[config.mk]
export PLATFORM = sky130hd
export DESIGN_NAME = shift_sub_divider
export DESIGN_NICKNAME = d
export VERILOG_FILES = /design/src/rtl/shift_sub_divider.sv
export SDC_FILE = /design/constraint.sdc
export NUM_CORES = 1
export LEC_CHECK = 0
export CAP_MARGIN = 5
export CELL_PAD_IN_SITES_DETAIL_PLACEMENT = 1
export CELL_PAD_IN_SITES_GLOBAL_PLACEMENT = 2
export CORE_ASPECT_RATIO = 0.9
export CORE_MARGIN = 1
export CORE_UTILIZATION = 33
export CTS_CLUSTER_DIAMETER = 30
export DETAILED_ROUTE_END_ITERATION = 6
export MAX_ROUTING_LAYER = met4
export PLACE_DENSITY_LB_ADDON = 0.1
export SLEW_MARGIN = 40
export SYNTH_ARGS = -nofsm -noshare
export SYNTH_HDL_FRONTEND = slang
export SYNTH_SLANG_ARGS = --single-unit
[constraint.sdc]
create_clock -name i_clk -period 3.4 [get_ports i_clk]
set_input_delay 0.85 -clock i_clk [delete_from_list [all_inputs] [get_ports i_clk]]
set_output_delay 0.85 -clock i_clk [all_outputs]
set_load 0.005 [all_outputs]
[src/rtl/shift_sub_divider.sv]
// Sequential restoring (shift-and-subtract) unsigned divider, one quotient bit per clock.
// Optional early-out for a zero divisor is enabled by defining DIV_ZERO_CHECK_EN.
module shift_sub_divider #(
   parameter int DATA_WIDTH = 8
) (
   input  logic                  i_clk,
   input  logic                  i_rst_n,
   input  logic                  i_start,
   input  logic [DATA_WIDTH-1:0] i_dividend,
   input  logic [DATA_WIDTH-1:0] i_divisor,
   output logic [DATA_WIDTH-1:0] o_quotient,
   output logic [DATA_WIDTH-1:0] o_remainder,
   output logic                  o_busy,
   output logic                  o_done,
   output logic                  o_div_by_zero
);

   localparam int N  = DATA_WIDTH;
   localparam int CW = (N > 1) ? $clog2(N) : 1;

   typedef enum logic [1:0] {
      S_IDLE = 2'd0,
      S_CALC = 2'd1,
      S_DONE = 2'd2
   } state_t;

   state_t          state_q, state_d;
   logic [N:0]      acc_q, acc_d;
   logic [N-1:0]    quo_q, quo_d;
   logic [N-1:0]    dvs_q, dvs_d;
   logic [CW-1:0]   cnt_q, cnt_d;
   logic            busy_q, busy_d;
   logic            done_q, done_d;
   logic [N:0]      trial;
   logic [N:0]      shifted;
`ifdef DIV_ZERO_CHECK_EN
   logic            dbz_q, dbz_d;
`endif

   // Partial remainder shifted left with the next dividend bit, then trial-subtracted.
   assign shifted = {acc_q[N-1:0], quo_q[N-1]};
   assign trial   = shifted - {1'b0, dvs_q};

   always_comb begin
      state_d = state_q;
      acc_d   = acc_q;
      quo_d   = quo_q;
      dvs_d   = dvs_q;
      cnt_d   = cnt_q;
      busy_d  = busy_q;
      done_d  = 1'b0;
`ifdef DIV_ZERO_CHECK_EN
      dbz_d   = dbz_q;
`endif
      case (state_q)
         S_IDLE, S_DONE: begin
            busy_d = 1'b0;
            if (state_q == S_DONE)
               state_d = S_IDLE;
            if (i_start) begin
               state_d = S_CALC;
               dvs_d   = i_divisor;
               quo_d   = i_dividend;
               acc_d   = '0;
               cnt_d   = CW'(N - 1);
               busy_d  = 1'b1;
`ifdef DIV_ZERO_CHECK_EN
               dbz_d   = 1'b0;
               if (i_divisor == '0) begin
                  state_d = S_DONE;
                  busy_d  = 1'b0;
                  done_d  = 1'b1;
                  dbz_d   = 1'b1;
                  quo_d   = '1;
                  acc_d   = {1'b0, i_dividend};
               end
`endif
            end
         end
         S_CALC: begin
            if (!trial[N]) begin
               acc_d = trial;
               quo_d = {quo_q[N-2:0], 1'b1};
            end else begin
               acc_d = shifted;
               quo_d = {quo_q[N-2:0], 1'b0};
            end
            if (cnt_q == '0) begin
               state_d = S_DONE;
               busy_d  = 1'b0;
               done_d  = 1'b1;
            end else begin
               cnt_d = cnt_q - 1'b1;
            end
         end
         default: begin
            state_d = S_IDLE;
            busy_d  = 1'b0;
         end
      endcase
   end

   always_ff @(posedge i_clk or negedge i_rst_n) begin
      if (!i_rst_n) begin
         state_q <= S_IDLE;
         acc_q   <= '0;
         quo_q   <= '0;
         dvs_q   <= '0;
         cnt_q   <= '0;
         busy_q  <= 1'b0;
         done_q  <= 1'b0;
`ifdef DIV_ZERO_CHECK_EN
         dbz_q   <= 1'b0;
`endif
      end else begin
         state_q <= state_d;
         acc_q   <= acc_d;
         quo_q   <= quo_d;
         dvs_q   <= dvs_d;
         cnt_q   <= cnt_d;
         busy_q  <= busy_d;
         done_q  <= done_d;
`ifdef DIV_ZERO_CHECK_EN
         dbz_q   <= dbz_d;
`endif
      end
   end

   assign o_quotient  = quo_q;
   assign o_remainder = acc_q[N-1:0];
   assign o_busy      = busy_q;
   assign o_done      = done_q;
`ifdef DIV_ZERO_CHECK_EN
   assign o_div_by_zero = dbz_q;
`else
   assign o_div_by_zero = 1'b0;
`endif

endmodule
### Yosys cells after proc, flatten, opt, wreduce, memory -nomap -nowiden

Cells that the tools add are included.

| storage, ports and cells | value |
|---|---|
| output and inout bits | 19 |
| input port bits | 19 |
| register bits after elaboration | 31 |

| cells by class | value |
|---|---|
| $add $sub $neg | 2 |
| equal/unequal tests | 6 |
| reduce and logical (&&, ||, !) cells | 8 |
| multiplexer cells | 18 |

Operators by type and width:

| cell | count |
|---|---|
| $pmux W8 S2 | 2 |
| $mux W8 | 3 |
| $sub A9 B8 Y9 | 1 |
| $mux W2 | 3 |
| $mux W3 | 2 |
| $ne A2 B2 Y1 const B | 3 |
| $pmux W3 S2 | 1 |
| $reduce_and A2 Y1 | 3 |
| $mux W1 | 5 |
| $pmux W2 S2 | 1 |
| $logic_not A3 Y1 | 1 |
| $ne A3 B3 Y1 const B | 1 |
| $reduce_and A3 Y1 | 1 |
| $sub A3 B1 Y3 const B | 1 |
| $eq A2 B1 Y1 const B | 1 |
| $eq A2 B2 Y1 const B | 1 |
| $logic_not A2 Y1 | 1 |
| $pmux W1 S2 | 1 |
| $reduce_bool A2 Y1 | 1 |
| $reduce_or A2 Y1 | 1 |

### Logic depth before layout (Yosys ltp)

| logic depth | value |
|---|---|
| depth after elaboration | 4 |
| gate-level depth with buffers | 9 |
| gate-level depth less buffers | 9 |

### Least setup slack after synthesis

OpenSTA, ideal clock, no wires.

| timing | value |
|---|---|
| path kind | flip-flop to flip-flop |
| start | register quo_q[7], in the netlist o_quotient[7] |
| end | register acc_q[0] |
| data arrival time | 2.024 ns |
| clock period less this slack | 2.089 ns |
| slack | 1.311 ns |
| stages on the path, launching flop included | 10 |
| cell sequence | dfrtp_1 > inv_1 > ha_1 > fa_1 > nand2b_1 > a21oi_1 > nand4_1 > nand3_4 > mux2i_1 > a22o_1 |

| on the way | value |
|---|---|
| longest elaborated chain between the ends | 3 |

Ends and longest elaborated chain:

| item | RTL line | text |
|---|---|---|
| start: declaration | 29 | `logic [N-1:0] quo_q, quo_d;` |
| start signal: assignment | 118 | `quo_q <= quo_d;` |
| $sub A9 B8 Y9 | 42 | `assign trial = shifted - {1'b0, dvs_q};` |
| $mux W8 (*) | 81 | `if (!trial[N]) begin` |
| $pmux W8 S2 (*) | 55 | `case (state_q)` |
| end signal: assignment | 106 | `acc_q <= '0;` |
| end signal: assignment | 117 | `acc_q <= acc_d;` |
| end: declaration | 28 | `logic [N:0] acc_q, acc_d;` |

Every way passes the cells marked *; elsewhere a longest branch is shown, timed or not.
A chain may end at the register's enable or synchronous reset.

### Worst setup path in the final report

Same ends and word-level chain as after synthesis.

==> impl_table.tex <==
\begin{tabular}{lr}
\hline
Metric & Value \\
\hline
\multicolumn{2}{l}{\textbf{Clock network}} \\
\quad Deepest clock path buffer count & 2 \\
\quad Count of clock tree sinks & 31 \\
\quad Count of hold buffers inserted by post-cts repair & 0 \\
\quad Clock Latency Late Sink & 0.28 ns \\
\quad Htree depth & 2 \\
\quad \# resized after CTS & 0 \\
\quad TritonCTS clock tree & done \\
\quad Clock slew at reported path FFs & 0.06 ns \\
\quad Number of buffers inserted to repair setup after CTS & 0 \\
\quad CTS root buffer & sky130\_fd\_sc\_hd\_\_clkbuf\_8 \\
\quad Number of clock buffers inserted by TritonCTS & 5 \\
\multicolumn{2}{l}{\textbf{Worst setup path}} \\
\quad Data arrival time of the worst path & about 2.6 ns \\
\quad Critical path class & flip-flop to flip-flop \\
\quad Number of cell instances on the worst register-to-register path & 9 \\
\quad Cells along the critical path & inv\_1 > ha\_1 > fa\_1 > nand2b\_1 > a211oi\_1 > or4\_4 > nand3\_4 > mux2i\_1 > a22o\_1 \\
\quad Total buffers and inverters traversed by the critical path & 1 \\
\quad Reg-to-reg critical path endpoint & acc\_q[0] \\
\quad Setup slack, reg-to-reg & 1.0 ns \\
\quad Critical register-to-register path startpoint & o\_quotient[7] \\
\quad Top cell family by delay on the critical path & adder cells \\
\quad Worst Setup Start Kind & flip-flop \\
\quad Critical path fanouts, max & 10 \\
\quad Library cell contributing the largest single delay on the critical path & sky130\_fd\_sc\_hd\_\_fa\_1 \\
\quad Critical path data required time & 3.57 ns \\
\quad Critical Path Sink Type & flip-flop \\
\quad Critical Path Max Stage Delay & approximately 0.40 ns \\
\multicolumn{2}{l}{\textbf{Synth}} \\
\quad Ys Warns & 0 \\
\quad Post-synthesis register bit count & 31 \\
\quad Net count of the mapped netlist & 207 \\
\quad Number of flops mapped to enable cells by yosys & 0 \\
\quad Per-instance average area after synthesis & 9.77 um2 \\
\quad Share of cell area taken by muxes after synthesis & 4.70\% \\
\quad Syn Std Cell Area & around 0.0017 mm2 \\
\quad Simple-gate share of the synthesized area & 16.6\% \\
\quad Share of the synthesized netlist area taken by xor and xnor gates & 2.03\% \\
\quad Async set or reset register ratio after synthesis & 100\% \\
\quad Number of standard cells after synthesis & between 150 and 200 \\
\quad Number of distinct library cells after synthesis & 42 \\
\quad Complex-gate fraction of the synthesized area & 17.5\% \\
\quad Arithmetic-cell share of the synthesized area counting full adders, half adders and majority gates & 8.39\% \\
\quad Register area share after synthesis & 44.9\% \\
\quad Combinational family with the most area after synthesis & compound AO/OA/AOI/OAI gates \\
\quad Main flop type after synthesis & sky130\_fd\_sc\_hd\_\_dfrtp\_1 \\
\multicolumn{2}{l}{\textbf{Drt}} \\
\quad Number of DRC markers after the initial detailed-route iteration & between 40 and 50 \\
\quad Drt total wl & 4200 um \\
\quad Routed length per instance & 14.9 um \\
\quad Count of TritonRoute iterations in the first routing pass & 4 \\
\quad Via count & 1419 \\
\quad Vias/cell & 5.05 \\
\quad Final routed DRC violation total & 0 \\
\quad Number of nets still failing antenna checks after routing & 0 \\
\multicolumn{2}{l}{\textbf{Timing}} \\
\quad Max transition margin & 63.9\% \\
\quad Slew Viols, Final & 0 \\
\quad Max frequency & roughly 420 MHz \\
\quad Final Skew & between 0.002 and 0.0025 ns \\
\quad Hold Fails Final Rpt & 0 \\
\quad Sum of negative setup slack & 0 ns \\
\quad Share of the clock period used by the worst path after layout & between 70\% and 80\% \\
\quad Setup slack after layout & $\sim$1.0 ns \\
\quad Final setup vio count & 0 \\
\quad Setup repair after global routing missed its margin & no \\
\quad Slew at the pin closest to its max-slew limit & about 0.54 ns \\
\quad Final critical delay including setup and external delays & 2.40 ns \\
\multicolumn{2}{l}{\textbf{Cells and area}} \\
\quad Area growth syn-to-layout & 29.5\% \\
\quad FILL cells & about 600 \\
\quad Layout net count & 245 \\
\quad Fraction of layout instances using a drive strength above 1 & 9.72\% \\
\quad Most frequent cells in the layout & sky130\_fd\_sc\_hd\_\_clkdlybuf4s50\_1, sky130\_fd\_sc\_hd\_\_dfrtp\_1, sky130\_fd\_sc\_hd\_\_nand2\_1, sky130\_fd\_sc\_hd\_\_o21ai\_0, sky130\_fd\_sc\_hd\_\_inv\_1 \\
\quad Utilization of the core after routing & roughly 45\% \\
\quad Inserted Diodes & 0 \\
\quad Leading cell type in the layout, fill and taps excluded & sky130\_fd\_sc\_hd\_\_clkdlybuf4s50\_1 \\
\multicolumn{2}{l}{\textbf{GRT}} \\
\quad GRT Util Overall & 18.2\% \\
\quad Largest net degree at the start of global routing & 32 \\
\quad First-pass GRT wire length & 7540 um \\
\quad Vias in the first global route & 1560 \\
\quad Residual overflow from global routing & 0 \\
\quad Number of antenna violations at the first check in global routing & 0 \\
\multicolumn{2}{l}{\textbf{Power}} \\
\quad Switching share of total power & between 40\% and 50\% \\
\quad Share of total power in combinational logic & 62.0\% \\
\quad Worst vdd ir & 0.563 mV \\
\quad Sw Pwr & 1.11 mW \\
\quad Leakage power total & a little over 1 nW \\
\quad Cell-internal power & about 1.5 mW \\
\quad Power per cell area & 1180 mW/mm2 \\
\quad Clk network pwr share & 11.9\% \\
\quad Reg power frac & 26.1\% \\
\multicolumn{2}{l}{\textbf{Placed design}} \\
\quad Port buffer count & 36 \\
\quad Pre-CTS setup slack & 0.629 ns \\
\quad Sum of net half-perimeters after detailed placement & 3140 um \\
\quad Final weighted congestion in routability-driven placement & roughly 0.7 \\
\multicolumn{2}{l}{\textbf{Floorplan}} \\
\quad Placeable core area & a little under 0.005 mm2 \\
\quad Vertical die dimension & 70.7 um \\
\quad Overall die width & 78.3 um \\
\quad Rows & 24 \\
\quad Die Footprint & around 0.0055 mm2 \\
\quad Initial core utilization & 34.9\% \\
\quad Count of pins on the block boundary & 38 \\
\multicolumn{2}{l}{\textbf{Worst hold path}} \\
\quad Worst min path class & flip-flop to flip-flop \\
\quad Worst Hold Depth & 1 \\
\quad Worst hold path endpoint & cnt\_q[0] \\
\quad Launch instance of the worst min-delay path & cnt\_q[0] \\
\multicolumn{2}{l}{\textbf{Flow run}} \\
\quad Max Cap Violations & 0 \\
\multicolumn{2}{l}{\textbf{Run status}} \\
\quad Outcome & finished clean \\
\hline
\end{tabular}
## logic make-up after synthesis
| logic type | Yosys count |
|---|---|
| compound gates | 45 |
| xor+xnor | 4 |
| fa+ha+maj | 11 |
| buf+inv | 20 |
| flops | 31 |
| mux | 8 |
| other cells | 1 |
| simple gates | 57 |
## how the worst max path moves through the flow
| stage | slack (ns) | depth (start not counted) | endpoint | from |
|---|---|---|---|---|
| final | 1.0 | 9 | acc_q[0] | o_quotient[7] |
| after global routing | 0.80 | 9 | acc_q[7] | o_quotient[7] |
| after CTS | 0.92 | 5 | acc_q[6] | i_start |
| after detailed placement | 0.63 | 5 | acc_q[6] | i_start |
| after global placement | 0.73 | 5 | o_quotient[0] | i_start |
| after floorplan | 1.31 | 9 | acc_q[0] | o_quotient[7] |
## power by group through the flow
| stage | registers, mW | clock network (mW) | logic, mW |
|---|---|---|---|
| 6_report | 0.691 | 0.315 | 1.64 |
| 5_1_grt | 0.722 | 0.347 | 1.86 |
| 3_5_place_dp | 0.703 | 0 | 1.65 |
| 2_1_floorplan | 0.671 | 0 | 1.16 |
| 4_1_cts | 0.697 | 0.329 | 1.67 |
| 3_3_place_gp | 0.693 | 0 | 1.58 |
## synth_stat cells (all sizes together), types with 2 or more instances
| master | instances | area share [%] |
|---|---|---|
| dfrtp | 31 | 45 |
| nand2 | 30 | 6.5 |
| o21ai | 19 | 5.7 |
| inv | 13 | 2.8 |
| ha | 10 | 7.2 |
| a21oi | 7 | 2.7 |
| a22oi | 7 | 3.0 |
| mux2i | 7 | 4.1 |
| clkbuf | 5 | 2.2 |
| nor2 | 5 | 1.1 |
| nand2b | 3 | 1.1 |
| nor2b | 3 | 1.1 |
| nor3 | 3 | 0.87 |
| or2 | 3 | 1.1 |
| a211oi | 2 | 0.87 |
| a21o | 2 | 0.94 |
| a22o | 2 | 1.0 |
| a2bb2oi | 2 | 1.0 |
| and2b | 2 | 0.94 |
| and3 | 2 | 0.72 |
| buf | 2 | 0.65 |
| nand3 | 2 | 1.3 |
| nand3b | 2 | 0.87 |
| xnor2 | 2 | 1.0 |
| xor2 | 2 | 1.0 |
## sequential cells by signal, indices dropped and copies added (netlist names)
register	count
state_q	2
cnt_q	3
acc_q	8
dvs_q	8
o_done	1
o_quotient	8
o_busy	1
## metrics by stage
step / hold slack (ns) / power [mW] / area [um2] / cells
floorplan: 0.440 / 1.83 / 1730 / 177
global placement: 0.461 / 2.27 / 2140 / 273
detailed placement: 0.476 / 2.35 / 2140 / 273
CTS: 0.487 / 2.69 / 2240 / 281
global route: 0.522 / 2.93 / 2240 / 281
finish: 0.490 / 2.65 / 2240 / 281
## layout make-up
type / instances / area, um2 / area share (%)
Timing Repair Buffer: 38 / 375 / 16.8
Inverter: 13 / 48.8 / 2.18
Sequential cell: 31 / 776 / 34.7
Tap cell: 65 / 81.3 / 3.63
Clock buffer: 8 / 100 / 4.47
Multi-Input combinational cell: 126 / 857 / 38.3
## worst register-to-register path: cells and delay by family, from the launching register on
family | cells | cell delay (ns)
adder cells (fa/ha/maj) | 2 | 0.63
multiplexers | 1 | 0.17
flip-flops | 1 | 0.35
AND/OR/NAND/NOR | 3 | 0.57
buffers and inverters | 1 | 0.07
AO/OA/AOI/OAI | 2 | 0.49
## layer usage
layer  track usage, %  routed length, um  vias to the layer above
li1                 -                  -                      684
met1             22.7               1930                      707
met2             28.4               2080                       21
met3             4.52                111                        7
met4             7.00                 78                        0
met5                -                  0                        -
Power figures use the tool's default switching activity.
